===== src/rtl/fetch_stage.sv =====
// Instruction-fetch stage: PC, imem request, IF/ID register.
// One-entry stall buffer and a drop state for stale responses.
module fetch_stage #(
    parameter logic [31:0] RESET_PC  = 32'h0000_0000,
    parameter logic [31:0] NOP_INSTR = 32'h0000_0013
) (
    input  logic        clk,
    input  logic        rst,
    input  logic        stall_pipeline,
    input  logic        redirect_valid,
    input  logic [31:0] redirect_target,
    output logic        imem_req,
    output logic [31:0] imem_addr,
    input  logic        imem_ready,
    input  logic [31:0] imem_rdata,
    output logic [31:0] instr_id,
    output logic [31:0] pc_id,
    output logic        valid_id
);

    typedef enum logic [1:0] {
        S_FETCH = 2'd0,
        S_HOLD  = 2'd1,
        S_DROP  = 2'd2
    } state_t;

    state_t      state_q, state_d;
    logic [31:0] pc_q, pc_d;
    logic [31:0] pending_q, pending_d;
    logic [31:0] buf_instr_q, buf_instr_d;
    logic [31:0] buf_pc_q, buf_pc_d;
    logic        buf_valid_q, buf_valid_d;
    logic [31:0] instr_id_q, instr_id_d;
    logic [31:0] pc_id_q, pc_id_d;
    logic        valid_id_q, valid_id_d;
    logic [31:0] target;

    assign target    = {redirect_target[31:2], 2'b00};
    assign imem_addr = {pc_q[31:2], 2'b00};
    assign instr_id  = instr_id_q;
    assign pc_id     = pc_id_q;
    assign valid_id  = valid_id_q;

    // Next-state, IF/ID and request logic; redirect outranks stall everywhere
    always_comb begin
        state_d     = state_q;
        pc_d        = pc_q;
        pending_d   = pending_q;
        buf_instr_d = buf_instr_q;
        buf_pc_d    = buf_pc_q;
        buf_valid_d = buf_valid_q;
        instr_id_d  = instr_id_q;
        pc_id_d     = pc_id_q;
        valid_id_d  = valid_id_q;
        imem_req    = 1'b0;

        unique case (state_q)
            S_FETCH: begin
                imem_req = 1'b1;
                if (redirect_valid) begin
                    instr_id_d  = NOP_INSTR;
                    valid_id_d  = 1'b0;
                    buf_valid_d = 1'b0;
                    if (imem_ready) begin
                        pc_d = target;
                    end else begin
                        pending_d = target;
                        state_d   = S_DROP;
                    end
                end else if (imem_ready && !stall_pipeline) begin
                    instr_id_d = imem_rdata;
                    pc_id_d    = imem_addr;
                    valid_id_d = 1'b1;
                    pc_d       = pc_q + 32'd4;
                end else if (imem_ready) begin
                    buf_instr_d = imem_rdata;
                    buf_pc_d    = imem_addr;
                    buf_valid_d = 1'b1;
                    pc_d        = pc_q + 32'd4;
                    state_d     = S_HOLD;
                end else if (!stall_pipeline) begin
                    instr_id_d = NOP_INSTR;
                    valid_id_d = 1'b0;
                end
            end
            S_HOLD: begin
                if (redirect_valid) begin
                    buf_valid_d = 1'b0;
                    instr_id_d  = NOP_INSTR;
                    valid_id_d  = 1'b0;
                    pc_d        = target;
                    state_d     = S_FETCH;
                end else if (!stall_pipeline) begin
                    instr_id_d  = buf_instr_q;
                    pc_id_d     = buf_pc_q;
                    valid_id_d  = 1'b1;
                    buf_valid_d = 1'b0;
                    state_d     = S_FETCH;
                end
            end
            S_DROP: begin
                imem_req   = 1'b1;
                instr_id_d = NOP_INSTR;
                valid_id_d = 1'b0;
                if (redirect_valid) begin
                    pending_d = target;
                    if (imem_ready) begin
                        pc_d    = target;
                        state_d = S_FETCH;
                    end
                end else if (imem_ready) begin
                    pc_d    = pending_q;
                    state_d = S_FETCH;
                end
            end
            default: begin
                state_d = S_FETCH;
            end
        endcase

        if (rst) begin
            imem_req = 1'b0;
        end
    end

    // State registers with synchronous reset
    always_ff @(posedge clk) begin
        if (rst) begin
            state_q     <= S_FETCH;
            pc_q        <= RESET_PC;
            pending_q   <= 32'd0;
            buf_instr_q <= NOP_INSTR;
            buf_pc_q    <= 32'd0;
            buf_valid_q <= 1'b0;
            instr_id_q  <= NOP_INSTR;
            pc_id_q     <= 32'd0;
            valid_id_q  <= 1'b0;
        end else begin
            state_q     <= state_d;
            pc_q        <= pc_d;
            pending_q   <= pending_d;
            buf_instr_q <= buf_instr_d;
            buf_pc_q    <= buf_pc_d;
            buf_valid_q <= buf_valid_d;
            instr_id_q  <= instr_id_d;
            pc_id_q     <= pc_id_d;
            valid_id_q  <= valid_id_d;
        end
    end

endmodule

===== config.mk =====
export PLATFORM = sky130hd
export DESIGN_NAME = fetch_stage
export DESIGN_NICKNAME = d
export VERILOG_FILES = /design/src/rtl/fetch_stage.sv
export SDC_FILE = /design/constraint.sdc
export NUM_CORES = 1
export LEC_CHECK = 0
export BUFFER_PORTS_ARGS = -buffer_cell sky130_fd_sc_hd__buf_4
export CAP_MARGIN = 10
export CELL_PAD_IN_SITES_DETAIL_PLACEMENT = 1
export CELL_PAD_IN_SITES_GLOBAL_PLACEMENT = 1
export CORE_MARGIN = 5
export CORE_UTILIZATION = 41
export CTS_BUF_LIST = sky130_fd_sc_hd__clkbuf_16
export DETAILED_ROUTE_END_ITERATION = 16
export PLACE_DENSITY_LB_ADDON = 0.12
export REMOVE_ABC_BUFFERS = 1
export SYNTH_ARGS = -nofsm -noshare
export SYNTH_HDL_FRONTEND = slang
export SYNTH_SLANG_ARGS = --single-unit

===== constraint.sdc =====
create_clock -name clk -period 2.5 [get_ports clk]
set_input_delay 0.5 -clock clk [delete_from_list [all_inputs] [get_ports clk]]
set_output_delay 0.5 -clock clk [all_outputs]
set_load 0.02 [all_outputs]

==> results.toml <==
[status]
outcome = "complete, no violations"

[power]
ir_drop_uv = 424
powerDensity_nw_per_um2 = 725
p_int_mw = 5.47
p_switching_mw = 2.88
combPwrFrac = 0.276
p_seq_frac = 0.408
p_leak_nw = 4.58
p_sw_frac = 0.345
clkPwrFrac = 0.316

[global_routing]
first_global_vias = 9279
overflow = 0
grt_max_degree = 80
grt_pass1_wl_mm = 49.2
grt_usage = 0.232
antenna_found_initial = 1

[clock_tree]
clk_path_buf_depth = 2
holdBufCountCts = 0
cts_buffers = 17
cts_sinks = 187
htreeDepth = 4
post_cts_resized = 1
clk_pin_slew_ns = 0.07
cts_tree = "built"
cts_setup_buffers = 0
clk_latency_ns = 0.44
cts_root_buf = "clkbuf_16"

[floorplan]
coreArea_sq_um = 22400
io_pins = 167
die_area_sq_um = 25600
die_x_um = 160
start_util = 0.411
die_height_um = 160
rows = 55

[synthesis]
synth_compound_area_frac = 0.221
synth-async-reset-ratio = 0
synthSimpleGateAreaFrac = 0.212
synth_top_area_cell = "dfxtp_1"
synth_cell_types = 67
synth_top_family_by_area = "compound AO/OA/AOI/OAI gates"
yosysTopAreaCellShare = 0.406
ys_warn_count = 0
synth_seq_area_share = 0.406
ys.flop_type = "dfxtp_1"
synthMuxAreaShare = 0.0941
syn_area_sq_um = 9230
synth.ff_latch_count = 187
synth_fa_ha_area_frac = 0.00678
syn_avg_cell_area_sq_um = 8.08
synth_xor_area_frac = 0.00190
synthCells = 1142
ys_top_cells_by_area = "dfxtp_1 (41%), mux2i_1 (8.7%), nand2_1 (6.8%)"
synth-edff-count = 0

[sta]
finalCritPeriodShare = 0.947
maxSlewViolCount = 0
clock_skew_ns = 0.0105
max_freq_ghz = 0.422
maxSlewHeadroom = 0.446
holdWs_ns = 0.285
worst_slew_pin_slew_ns = 0.828
setup_viol = 0
rsz0062_at_grt = "false"
period_needed_ns = 2.37
hold_viol_final = 0

[final_layout]
stdcell_count = 1576
area_delta_synth_final_pct = 25.0
fin_area_sq_um = 11500
nets = 1352
mostFrequentLayoutCell = "buf_4"
drive_gt1_frac = 0.216
most-common-layout-cells = "buf_4 (217), dfxtp_1 (187), nand2_1 (167)"

[setup_path]
crit_type = "reg2out"
arrival_ns = 1.87
start_kind = "flop"
critPathCaptureType = "output port"
cp_max_fo = 4
worst_ep_required_time_ns = 2.00

[run]
maxCapViolCount = 0

[detailed_routing]
firstDrtPassIters = 5
via_per_inst = 5.77
routed_wl_mm = 30.4
wl_per_cell_um = 19.3
drc = 0
drtIter0Drc = 600
dr_total_vias = 9089
ant_nets = 0

[placement]
place_inst = 1544
gp_congestion = 0.817
dp_hpwl_mm = 20.3
placed_area_sq_um = 11000
port_buffers = 160

[min_path]
hold_path_class = "in2reg"
## sequential cells by signal (all words and copies together), names as in the netlist
signal	flops
state_q	2
pc_id	30
pending_q	30
buf_instr_q	32
valid_id	1
instr_id	32
pc_q	30
buf_pc_q	30
## power by group through the flow
stage	Combinational [mW]	Clock (mW)	Sequential [mW]
floorplan	1.03	0	3.68
detailed placement	2.29	0	3.47
global placement	2.25	0	3.46
finish	2.31	2.64	3.41
global route	2.50	2.83	3.44
CTS	2.31	2.70	3.41
## through the flow
stage | power [mW] | TNS (ns) | util | setup WS, ns
after floorplan | 4.71 | -210.67 | - | -3.66
after global placement | 5.72 | 0 | 0.489 | 0.0107
after detailed placement | 5.77 | -0.0677 | 0.489 | -0.0677
after CTS | 8.42 | 0 | 0.514 | 0.127
after global routing | 8.78 | 0 | 0.514 | 0.0585
final | 8.36 | 0 | 0.514 | 0.132
## per-layer routing
layer / track usage / vias to the layer above / part of all wire
met4: 0.0481 / 0 / 0.013
li1: - / 4363 / -
met5: 0 / - / 0
met3: 0.0423 / 20 / 0.043
met2: 0.390 / 195 / 0.47
met1: 0.313 / 4511 / 0.47
## cells in the mapped netlist, types with 11 or more instances
library cell  instances
mux2i_1              80
nand2_1             167
o21ai_0              36
buf_2                24
nand4_1              11
nor3_1               41
nor2_1              123
a21oi_1              96
inv_1                14
a22oi_1              15
nand3_1              33
a211oi_1             36
dfxtp_1             187
a221oi_1             33
clkbuf_1             78
## layout make-up
type,instances,area [sq um]
clock buffers,17,425
repair buffers,226,1800
inverters,16,60.1
diodes,1,2.50
clock inverters,14,135
well taps,285,357
flip-flops and latches,187,3740
multi-input cells,830,5010
fillers,2721,10900
## final timing paths
kind                                startpoint        endpoint  slack (ns)  depth (start not counted)
worst max-delay path                state_q[1]        imem_req        0.13                          5
worst min-delay path             imem_rdata[0]  buf_instr_q[0]        0.29                          3
worst max register to register      state_q[1]        pc_q[29]        0.16                          8
worst min register to register  buf_instr_q[2]  buf_instr_q[2]        0.45                          2
## logic make-up after synthesis
kind of cell	Yosys count
multiplexers	86
other	1
AND/OR/NAND/NOR	432
adder cells (fa/ha/maj)	5
flip-flops	187
buffers and inverters	128
AO/OA/AOI/OAI	301
XOR/XNOR	2
## worst max-delay path: stages, from the launching register on
cell     delay (ns)
dfxtp_1        0.40
inv_1          0.11
ha_1           0.20
or2_2          0.35
and2_1         0.22
buf_4          0.17
No activity file was read; power rests on OpenSTA's default activity.
